`src/rtl/seg7_pkg.sv`:
```
// Shared constants for the HEX display readback path: active-low segment
// patterns (bit 6 = g .. bit 0 = a), decoder FSM states and value width.
package seg7_pkg;

   localparam int VALUE_W = 6;

   localparam logic [6:0] SEG_D0 = 7'b1000000;
   localparam logic [6:0] SEG_D1 = 7'b1111001;
   localparam logic [6:0] SEG_D2 = 7'b0100100;
   localparam logic [6:0] SEG_D3 = 7'b0110000;
   localparam logic [6:0] SEG_D4 = 7'b0011001;
   localparam logic [6:0] SEG_D5 = 7'b0010010;
   localparam logic [6:0] SEG_D6 = 7'b0000010;
   localparam logic [6:0] SEG_D7 = 7'b1111000;
   localparam logic [6:0] SEG_D8 = 7'b0000000;
   localparam logic [6:0] SEG_D9 = 7'b0010000;

   localparam logic [6:0] SEG_BLANK = 7'b1111111;
   localparam logic [6:0] SEG_ONE   = 7'b1111001;
   localparam logic [6:0] SEG_MINUS = 7'b0111111;

   typedef enum logic [1:0] {
      IDLE   = 2'd0,
      SETTLE = 2'd1,
      DECODE = 2'd2
   } state_t;

endpackage

```
`src/rtl/seg7_digit_decode.sv`:
```
// Combinational lookup of one active-low seven-segment pattern back to a
// decimal digit; o_legal is low for any pattern that is not 0..9.
module seg7_digit_decode
   import seg7_pkg::*;
(
   input  logic [6:0] i_seg,
   output logic [3:0] o_digit,
   output logic       o_legal
);

   // pattern-to-digit lookup
   always_comb begin
      o_digit = 4'd0;
      o_legal = 1'b1;
      case (i_seg)
         SEG_D0:  o_digit = 4'd0;
         SEG_D1:  o_digit = 4'd1;
         SEG_D2:  o_digit = 4'd2;
         SEG_D3:  o_digit = 4'd3;
         SEG_D4:  o_digit = 4'd4;
         SEG_D5:  o_digit = 4'd5;
         SEG_D6:  o_digit = 4'd6;
         SEG_D7:  o_digit = 4'd7;
         SEG_D8:  o_digit = 4'd8;
         SEG_D9:  o_digit = 4'd9;
         default: begin
            o_digit = 4'd0;
            o_legal = 1'b0;
         end
      endcase
   end

endmodule

```
`src/rtl/seven_seg_signed_decoder.sv`:
```
// Readback monitor for the HEX1/HEX0 display bus: synchronizes the segment
// patterns, waits for them to settle and decodes them into a signed value.
module seven_seg_signed_decoder
   import seg7_pkg::*;
#(
   parameter int STABLE_CYCLES = 4
)
(
   input  logic               i_clk,
   input  logic               i_rst_n,
   input  logic [6:0]         i_hex1_seg,
   input  logic [6:0]         i_hex0_seg,
   output logic [VALUE_W-1:0] o_value,
   output logic               o_neg,
   output logic               o_valid,
   output logic               o_err,
   output logic               o_stable
);

   localparam logic [3:0]  STABLE_CNT = 4'(STABLE_CYCLES);
   localparam logic [13:0] PAT_BLANK  = 14'h3FFF;

   logic [13:0]        r_sync1;
   logic [13:0]        r_cur;
   logic [13:0]        r_prev;
   logic [13:0]        r_committed;
   logic [3:0]         r_cnt;
   state_t             r_state;
   logic [VALUE_W-1:0] r_value;
   logic               r_neg;
   logic               r_valid;
   logic               r_err;
   logic               r_stable;

   state_t             w_state_nxt;
   logic [3:0]         w_cnt_nxt;
   logic [3:0]         w_digit;
   logic               w_digit_legal;
   logic               w_hex1_legal;
   logic               w_is_neg;
   logic               w_legal;
   logic [VALUE_W-1:0] w_tens;
   logic [VALUE_W-1:0] w_mag;
   logic [VALUE_W-1:0] w_value;

   seg7_digit_decode u_digit (
      .i_seg   (r_cur[6:0]),
      .o_digit (w_digit),
      .o_legal (w_digit_legal)
   );

   // next state and settle counter; returning to the committed pattern aborts the settle
   always_comb begin
      w_state_nxt = r_state;
      w_cnt_nxt   = r_cnt;
      case (r_state)
         IDLE: begin
            if (r_cur != r_committed) begin
               w_cnt_nxt   = 4'd1;
               w_state_nxt = (STABLE_CNT <= 4'd1) ? DECODE : SETTLE;
            end else begin
               w_cnt_nxt   = 4'd0;
               w_state_nxt = IDLE;
            end
         end
         SETTLE: begin
            if (r_cur == r_committed) begin
               w_cnt_nxt   = 4'd0;
               w_state_nxt = IDLE;
            end else begin
               if (r_cur == r_prev) begin
                  w_cnt_nxt = r_cnt + 4'd1;
               end else begin
                  w_cnt_nxt = 4'd1;
               end
               if (w_cnt_nxt >= STABLE_CNT) begin
                  w_state_nxt = DECODE;
               end else begin
                  w_state_nxt = SETTLE;
               end
            end
         end
         DECODE: begin
            w_cnt_nxt   = 4'd0;
            w_state_nxt = IDLE;
         end
         default: begin
            w_cnt_nxt   = 4'd0;
            w_state_nxt = IDLE;
         end
      endcase
   end

   // sign/tens from HEX1 and the signed result; "-0" is rejected
   always_comb begin
      w_tens       = 6'd0;
      w_is_neg     = 1'b0;
      w_hex1_legal = 1'b1;
      case (r_cur[13:7])
         SEG_BLANK: w_tens   = 6'd0;
         SEG_ONE:   w_tens   = 6'd10;
         SEG_MINUS: w_is_neg = 1'b1;
         default:   w_hex1_legal = 1'b0;
      endcase
      w_mag   = {2'b00, w_digit};
      w_legal = w_hex1_legal & w_digit_legal & ~(w_is_neg & (w_digit == 4'd0));
      if (w_is_neg) begin
         w_value = 6'd0 - w_mag;
      end else begin
         w_value = w_tens + w_mag;
      end
   end

   // input synchronizer, FSM state and history registers
   always_ff @(posedge i_clk) begin
      if (!i_rst_n) begin
         r_sync1 <= PAT_BLANK;
         r_cur   <= PAT_BLANK;
         r_prev  <= PAT_BLANK;
         r_state <= IDLE;
         r_cnt   <= 4'd0;
      end else begin
         r_sync1 <= {i_hex1_seg, i_hex0_seg};
         r_cur   <= r_sync1;
         r_prev  <= r_cur;
         r_state <= w_state_nxt;
         r_cnt   <= w_cnt_nxt;
      end
   end

   // commit and publish results on the single DECODE cycle
   always_ff @(posedge i_clk) begin
      if (!i_rst_n) begin
         r_committed <= PAT_BLANK;
         r_value     <= 6'd0;
         r_neg       <= 1'b0;
         r_valid     <= 1'b0;
         r_err       <= 1'b0;
         r_stable    <= 1'b0;
      end else begin
         r_valid  <= 1'b0;
         r_stable <= (r_state == IDLE) && (r_cur == r_committed);
         if (r_state == DECODE) begin
            r_committed <= r_cur;
            if (w_legal) begin
               r_value <= w_value;
               r_neg   <= w_is_neg;
               r_valid <= 1'b1;
               r_err   <= 1'b0;
            end else begin
               r_err   <= 1'b1;
            end
         end else begin
            r_committed <= r_committed;
         end
      end
   end

   assign o_value  = r_value;
   assign o_neg    = r_neg;
   assign o_valid  = r_valid;
   assign o_err    = r_err;
   assign o_stable = r_stable;

endmodule

```
`config.mk`:
```
export PLATFORM = sky130hd
export DESIGN_NAME = seven_seg_signed_decoder
export DESIGN_NICKNAME = d
export VERILOG_FILES = /design/src/rtl/seg7_pkg.sv /design/src/rtl/seg7_digit_decode.sv /design/src/rtl/seven_seg_signed_decoder.sv
export SDC_FILE = /design/constraint.sdc
export NUM_CORES = 1
export LEC_CHECK = 0
export ABC_AREA = 0
export CAP_MARGIN = 20
export CORE_MARGIN = 2
export CORE_UTILIZATION = 40
export DETAILED_ROUTE_END_ITERATION = 6
export GPL_TIMING_DRIVEN = 1
export PLACE_DENSITY = 0.55
export REMOVE_ABC_BUFFERS = 1
export SYNTH_ARGS = -nofsm -noshare
export SYNTH_HDL_FRONTEND = slang
export SYNTH_HIERARCHICAL = 1
export SYNTH_SLANG_ARGS = --single-unit
export TNS_END_PERCENT = 10
```
`constraint.sdc`:
```
create_clock -name i_clk -period 3.96 [get_ports i_clk]
set_input_delay 0.396 -clock i_clk [delete_from_list [all_inputs] [get_ports i_clk]]
set_output_delay 0.396 -clock i_clk [all_outputs]
set_load 0.1 [all_outputs]
```
# == Word level (Yosys, flattened, before mapping) ==
# Index checks and enable logic that the tools add are counted.
# op_classes
n_eq_ne,17
addsub,3
n_reduce_logical,8
muxes,18
magnitude_cmp,1
n_bitwise,4
# op_table
operator,count
$pmux 4 s9,1
$eq 7x7->1 const B,5
$eq 14x14->1,2
$eq 7x5->1 const B,3
$eq 7x6->1 const B,3
$mux 4,5
$ne 14x14->1,1
$reduce_or 10->1,1
$pmux 4 s2,1
$eq 7x2->1 const B,1
$logic_not 7->1,1
$mux 1,7
$add 6x4->6,1
$mux 6,1
$sub 1x4->5 const A,1
$add 4x1->4 const B,1
$ge 4x3->1 const B,1
$logic_not 4->1,1
$mux 2,2
$pmux 2 s2,1
$reduce_and 2->1,2
$and 1x1->1,3
$reduce_or 3->1,1
$eq 2x1->1 const B,1
other kinds (4),4
# word_totals
word_cells,62
inputBits,16
register_bits,72

# == Depth between registers and ports, before layout ==
# Gate-level depths: netlist (run 1).
# depth
word_depth,8
mapped_depth,10

# == Cells and area by module ==
# Netlist (run 1), hierarchy kept.
# modules_own_cells
module,area_per_inst_um2,n_inst,seq_area_each_um2,cells_per_inst
seven_seg_signed_decoder,2728.9,1,1441.4,271
seg7_digit_decode,172.7,1,0.0,27

# == Least setup slack after synthesis (run 1) ==
# No wires, ideal clock.
# synth_timing
kind,register to register
from,register r_cur[6]
to,"register r_neg, in the netlist o_neg"
arrival_ns,2.290
required_ns,3.844
period_less_slack_ns,2.407
n_path_buf,0
slack_ns,1.553
stages_incl_launch_ff,10
path_cell_list,dfxtp_1 -> nor3_1 -> a31oi_1 -> a2111oi_0 -> inv_1 -> ha_1 -> nor4b_1 -> o21ai_2 -> nand2_1 -> a31o_2
# synth_between
elab_chain_cells,7
# synth_rtl
item,line,source
"start, declared",seven_seg_signed_decoder.sv:24,logic [13:0] r_cur;
"start signal, assigned",seven_seg_signed_decoder.sv:124,r_cur <= r_sync1;
"$eq 7x5->1, or another cell as far along",seg7_digit_decode.sv:15,case (i_seg)
$pmux 4 s9 (*),seg7_digit_decode.sv:15,
via w_digit[0],seven_seg_signed_decoder.sv:37,logic [3:0] w_digit;
$logic_not 4->1 (*),seven_seg_signed_decoder.sv:106,w_legal = w_hex1_legal & w_digit_legal & ~(w_is_neg & (w_digit == 4'd0));
$and 1x1->1 (*),seven_seg_signed_decoder.sv:106,
$not 1->1 (*),seven_seg_signed_decoder.sv:106,
$and 1x1->1 (*),seven_seg_signed_decoder.sv:106,
$reduce_and 2->1 (no line) (*),n/a,
"end signal, assigned",seven_seg_signed_decoder.sv:147,r_neg <= w_is_neg;
"end, declared",seven_seg_signed_decoder.sv:30,logic r_neg;
# Mark *: on every way through the listed nets, which the timed path passes. The rest lies on a longest branch.
# A chain may end at the register's enable or synchronous reset.

# == Worst setup path after layout (run 1) ==
# layout_timing
from,register r_cur[0]
to,"register r_value[5], in the netlist o_value[5]"
# layout_between
elab_chain_cells,7
# layout_rtl
item,line,source
"$eq 7x5->1, or another cell as far along",seg7_digit_decode.sv:15,
$pmux 4 s9 (*),seg7_digit_decode.sv:15,
via w_digit[0],seven_seg_signed_decoder.sv:37,
branches (longest 5 deep; another with $add 6x4->6),n/a,
"end signal, assigned",seven_seg_signed_decoder.sv:146,r_value <= w_value;
"end, declared",seven_seg_signed_decoder.sv:29,logic [VALUE_W-1:0] r_value;
# Mark *: on every way through the listed nets, which the timed path passes.

==> results of run 1 <==
[flip-flops by register name (all words and copies together), names as in the netlist]
name and count:
r_committed 14, r_sync1 14, o_neg 1, o_value 6, o_valid 1, r_cnt 4, r_cur 14, o_err 1
r_prev 14, o_stable 1, r_state 2
[synthesized netlist by cell type, types with 2 or more instances]
cell type,count
nor2_1,8
nor3b_1,2
dfxtp_1,72
xnor2_1,30
a31o_2,3
a211oi_1,2
a311oi_1,2
mux2i_1,3
nand4_1,7
ha_1,5
inv_1,7
a21oi_1,5
xor2_1,3
nand3_1,22
nor4_1,6
nand2_1,33
clkbuf_1,10
nand2b_1,44
nor3_1,4
and3_1,3
a31oi_1,2
o21ai_0,2
[area by class of cell]
| cell class | instances | area [µm²] | area share |
|---|---|---|---|
| Clock inverter | 5 | 31.3 | 0.00917 |
| Clock buffer | 11 | 141 | 0.0414 |
| Inverter | 7 | 26.3 | 0.00770 |
| Multi-Input combinational cell | 207 | 1380 | 0.404 |
| Sequential cell | 72 | 1440 | 0.422 |
| Timing Repair Buffer | 28 | 268 | 0.0785 |
| Tap cell | 99 | 124 | 0.0363 |
[cells by family (layout without fill, tap and decap cells)]
| kind of cell | Yosys count | in the layout | share of synthesized area |
|---|---|---|---|
| AO/OA/AOI/OAI | 23 | 23 | 0.0578 |
| XOR/XNOR | 34 | 34 | 0.105 |
| adder cells (fa/ha/maj) | 5 | 5 | 0.0216 |
| buffers and inverters | 19 | 51 | 0.0276 |
| flip-flops | 72 | 72 | 0.497 |
| multiplexers | 3 | 3 | 0.0103 |
| AND/OR/NAND/NOR | 142 | 142 | 0.281 |
[power breakdown]
group	switching [mW]	internal, mW
clock	0.270	0.244
sequential	0.0192	0.743
combinational	0.0455	0.0459
total	0.334	1.03
[path summary, 6_finish.rpt]
check,start,endpoint,slack (ns),cells past startpoint
hold reg to reg,r_sync1[13]$_SDFF_PN1_,r_cur[13]$_SDFF_PN1_,0.41,1
setup reg to reg,r_cur[0]$_SDFF_PN1_,o_value[5]$_SDFFE_PN0P_,1.25,10
setup / recovery,r_cur[0]$_SDFF_PN1_,o_value[5]$_SDFFE_PN0P_,1.25,10
hold / removal,r_sync1[13]$_SDFF_PN1_,r_cur[13]$_SDFF_PN1_,0.41,1
[per-layer routing]
metal / track usage / vias to the layer above / part of all wire
li1: - / 1074 / -
met1: 0.214 / 910 / 0.50
met2: 0.226 / 37 / 0.44
met3: 0.0452 / 11 / 0.033
met4: 0.0882 / 0 / 0.025
met5: 0 / - / 0
==> flow_summary.ini, run 1 <==
[floorplanning]
core.rowCount = 31
fp.dieArea_um2 = 7950
initial_core_util = 0.407
core-area_um2 = 7140
fp.dieW_um = 89.2
fp.dieH_um = 89.2
ios = 26

[cts]
insertion_delay_ns = 0.34
cts_root_buf = clkbuf_8
postCtsSetupBuffers = 0
cts_tree = built
clock_path_buffers = 2
cts.reportedPaths.clkPinSlew_ns = 0.08
cts_resized = 0
clock_sinks = 72
h-tree-depth = 3
cts_buffers = 9
ctsHoldBuffers = 0

[worst_setup_path]
crit_family = compound AO/OA/AOI/OAI gates
crit_fanout = 11
worst_setup_path_start_kind = register
cpMaxStageDelayCell = dfxtp_1
path_class = reg -> reg
cp.arrival_ns = 2.95
required_ns = 4.20
path_cells = nor3_1, a31oi_1, a2111oi_0, buf_4, inv_1, ha_1, nor4b_1, o21ai_2, nand2_1, a31o_2
crit_path_end_kind = register
path_buf_inv = 2
slowest_delay_ns = 0.44

[grt]
grt_antenna_before_repair = 0
track_usage = 0.158
grt-ovfl-total = 0
grt_pass1_vias = 1882
grt_max_degree = 38
grt_pass1_wl_um = 9300

[sta]
setup_slack_ns = 1.25
tns_ns = 0
tightest_slew_ns = 0.975
fmax_mhz = 369
slew_headroom = 0.348
min_period_ns = 2.71
finalHoldViolCount = 0
finalCritPeriodShare = 0.685
rsz0062_at_grt = no
fin_hold_ws_ns = 0.407
clock_skew_ns = 0.00576
finalSetupViolations = 0
drv_slew = 0

[routing]
routedWlPerCell_um = 12.9
routed_via_density = 4.74
ant_nets = 0
drtIter0Drc = 119
routed_wl_um = 5520
firstDrtPassIters = 4
drcViolationCount = 0
vias = 2032

[final_layout]
final_common_cell = dfxtp_1
antennaDiodeCount = 0
n_fill_cell = 703
area_growth_pct = 17.6
postLayoutCellArea_um2 = 3410
drive_gt1_frac = 0.0970
nets = 346
fin_cells = 429
final_cell_mix = dfxtp_1 (72), nand2b_1 (44), nand2_1 (33)
final_util = 0.478

[yosys]
netlist_area_um2 = 2900
synth_top_area_frac = 0.497
ys_ff_latch = 72
synth_edf_count = 0
syn_area_per_cell_um2 = 9.74
synth_warnings = 6
syn_inst = 298
async_reset_ff_frac = 0
synth_area_leader_cell = dfxtp_1
ys_types = 45
synthFlopType = dfxtp_1
ys_seq_area_frac = 0.497
netlist_top_cells_area = dfxtp_1 (50%), nand2b_1 (9.5%), xnor2_1 (9.1%), nand2_1 (4.3%), nand3_1 (3.8%)

[power]
irDropWorstVdd_mv = 0.200
power_mw = 1.37
power_density_nw_per_um2 = 401
leakagePower_nw = 1.33

[placement]
post-place-ws_ns = 1.28
place_inst = 413
dpl.hpwl_um = 3670
io_buffers = 25
place_congestion = 0.851
placed_area_um2 = 3240

[outcome]
status = complete, no violations

[hold_path]
min_path_type = reg -> reg

[flow_run]
drv_cap = 0
Power figures use the tool's default switching activity.
==> inputs of run 2 (changes only) <==
==> constraint.sdc (replaced) <==
create_clock -name i_clk -period 2.8 [get_ports i_clk]
set_input_delay 0.28 -clock i_clk [delete_from_list [all_inputs] [get_ports i_clk]]
set_output_delay 0.28 -clock i_clk [all_outputs]
set_load 0.1 [all_outputs]
==> flow_summary.ini, run 2 (synthesis results as in run 1) <==
[cts]
insertion_delay_ns = 0.36
cts_root_buf = clkbuf_8
ctsHoldBuffers = 0
h-tree-depth = 3
cts.reportedPaths.clkPinSlew_ns = 0.08
cts_tree = built
cts_buffers = 9
clock_path_buffers = 2
clock_sinks = 72

[sta]
finalHoldViolCount = 0
finalCritPeriodShare = 0.911
drv_slew = 0
rsz0062_at_grt = no
fin_hold_ws_ns = 0.215
slew_headroom = 0.587
tightest_slew_ns = 0.620
finalSetupViolations = 0
min_period_ns = 2.55
fmax_mhz = 392
tns_ns = 0
clock_skew_ns = 0.00746

[power]
p_switching_mw = 0.491
seqPwrFrac = 0.511
switching_share = 0.233
irDropWorstVdd_mv = 0.315
p_int_mw = 1.61
power_density_nw_per_um2 = 608
comb_power_share = 0.066
leakagePower_nw = 1.38
clock_power_share = 0.423

[routing]
routed_wl_um = 5620
vias = 2079
routed_via_density = 4.80
ant_nets = 0
firstDrtPassIters = 4
drcViolationCount = 0
drtIter0Drc = 107
routedWlPerCell_um = 13.0

[floorplanning]
core.rowCount = 31
ios = 26
initial_core_util = 0.407
fp.dieH_um = 89.2
fp.dieW_um = 89.2
core-area_um2 = 7140
fp.dieArea_um2 = 7950

[grt]
grt_max_degree = 53
grt-ovfl-total = 0
grt_pass1_wl_um = 9430
track_usage = 0.161
grt_antenna_before_repair = 0
grt_pass1_vias = 1897

[final_layout]
area_growth_pct = 19.4
antennaDiodeCount = 0
final_common_cell = dfxtp_1
nets = 351
drive_gt1_frac = 0.150
final_cell_mix = dfxtp_1 (69), nand2b_1 (44), nand2_1 (33)
postLayoutCellArea_um2 = 3460

[hold_path]
min_path_type = in -> reg

[placement]
placed_area_um2 = 3240
place_congestion = 0.830
dpl.hpwl_um = 3800
io_buffers = 25

[worst_setup_path]
rrSetupSlack_ns = 0.25
worst_setup_path_start_kind = register
cpMaxStageDelayCell = dfxtp_2
crit_path_end_kind = register
required_ns = 3.05
path_cells = nor3_1, a31oi_1, a2111oi_0, buf_4, inv_1, ha_1, nor4b_1, o21ai_2, a21oi_1, a311oi_1
slowest_delay_ns = 0.39
cp.arrival_ns = 2.81
path_class = reg -> reg
path_buf_inv = 2
crit_family = compound AO/OA/AOI/OAI gates
crit_fanout = 12

[flow_run]
drv_cap = 0

[outcome]
status = complete, no violations
[run 2: cell type report]
cell class              count  area [µm²]
repair buffers             33         280
clock inverters             6        85.1
flip-flops and latches     72        1450
inverters                   7        26.3
well taps                  99         124
fillers                   682        3670
clock buffers               9         124
multi-input cells         207        1380
[run 2: power by group through the flow]
stage	combinational, mW	sequential (mW)	clock, mW
floorplan	0.0748	1.10	0
global placement	0.137	1.10	0
detailed placement	0.136	1.10	0
CTS	0.137	1.08	0.910
global route	0.154	1.08	0.957
finish	0.139	1.08	0.891
[run 2: layer usage]
layer | up-vias | track usage | part of all wire | wire (µm)
met5 | - | 0 | 0 | 0
met4 | 0 | 0.0896 | 0.024 | 135
met3 | 11 | 0.0416 | 0.029 | 165
met2 | 23 | 0.240 | 0.43 | 2440
met1 | 966 | 0.213 | 0.51 | 2880
li1 | 1079 | - | - | -
[run 2: repair_timing]
action | 4_1_cts | 5_1_grt
gates resized for setup | 0 | 3
buffers inserted | 0 | 2
endpoints found under the setup margin | 0 | 3
[run 2: through the flow]
| step | utilization | worst slack (ns) | power, mW | instances |
|---|---|---|---|---|
| 3_5_place_dp | 0.454 | 0.124 | 1.24 | 416 |
| 6_report | 0.485 | 0.249 | 2.11 | 433 |
| 4_1_cts | 0.483 | 0.110 | 2.12 | 431 |
| 2_1_floorplan | - | 0.396 | 1.17 | 286 |
| 5_1_grt | 0.485 | 0.0146 | 2.19 | 433 |
| 3_3_place_gp | 0.454 | 0.257 | 1.24 | 416 |
[run 2: final timing paths]
| kind | to | startpoint | depth (start not counted) |
|---|---|---|---|
| worst max register to register | o_value[2]$_SDFFE_PN0P_ | r_cur[6]$_SDFF_PN1_ | 10 |
| worst min-delay path | r_sync1[13]$_SDFF_PN1_ | i_rst_n | 2 |
| worst max-delay path | o_value[2]$_SDFFE_PN0P_ | r_cur[6]$_SDFF_PN1_ | 10 |
| worst min register to register | r_cur[5]$_SDFF_PN1_ | r_sync1[5]$_SDFF_PN1_ | 1 |
[run 2: worst register-to-register path, stage by stage (launching register included)]
cell and delay (ns):
dfxtp_2 0.39, nor3_1 0.25, a31oi_1 0.07, a2111oi_0 0.37, buf_4 0.20, inv_1 0.04, ha_1 0.21, nor4b_1 0.18
o21ai_2 0.34, a21oi_1 0.11, a311oi_1 0.30
==> inputs of run 3 (changes only) <==
--- a/config.mk
+++ b/config.mk
@@ -5,7 +5,6 @@
 export SDC_FILE = /design/constraint.sdc
 export NUM_CORES = 1
 export LEC_CHECK = 0
-export ABC_AREA = 0
 export CAP_MARGIN = 20
 export CORE_MARGIN = 2
 export CORE_UTILIZATION = 40
==> results of run 3 <==
The final DEF is identical to that of run 2; final timing and power are the same.
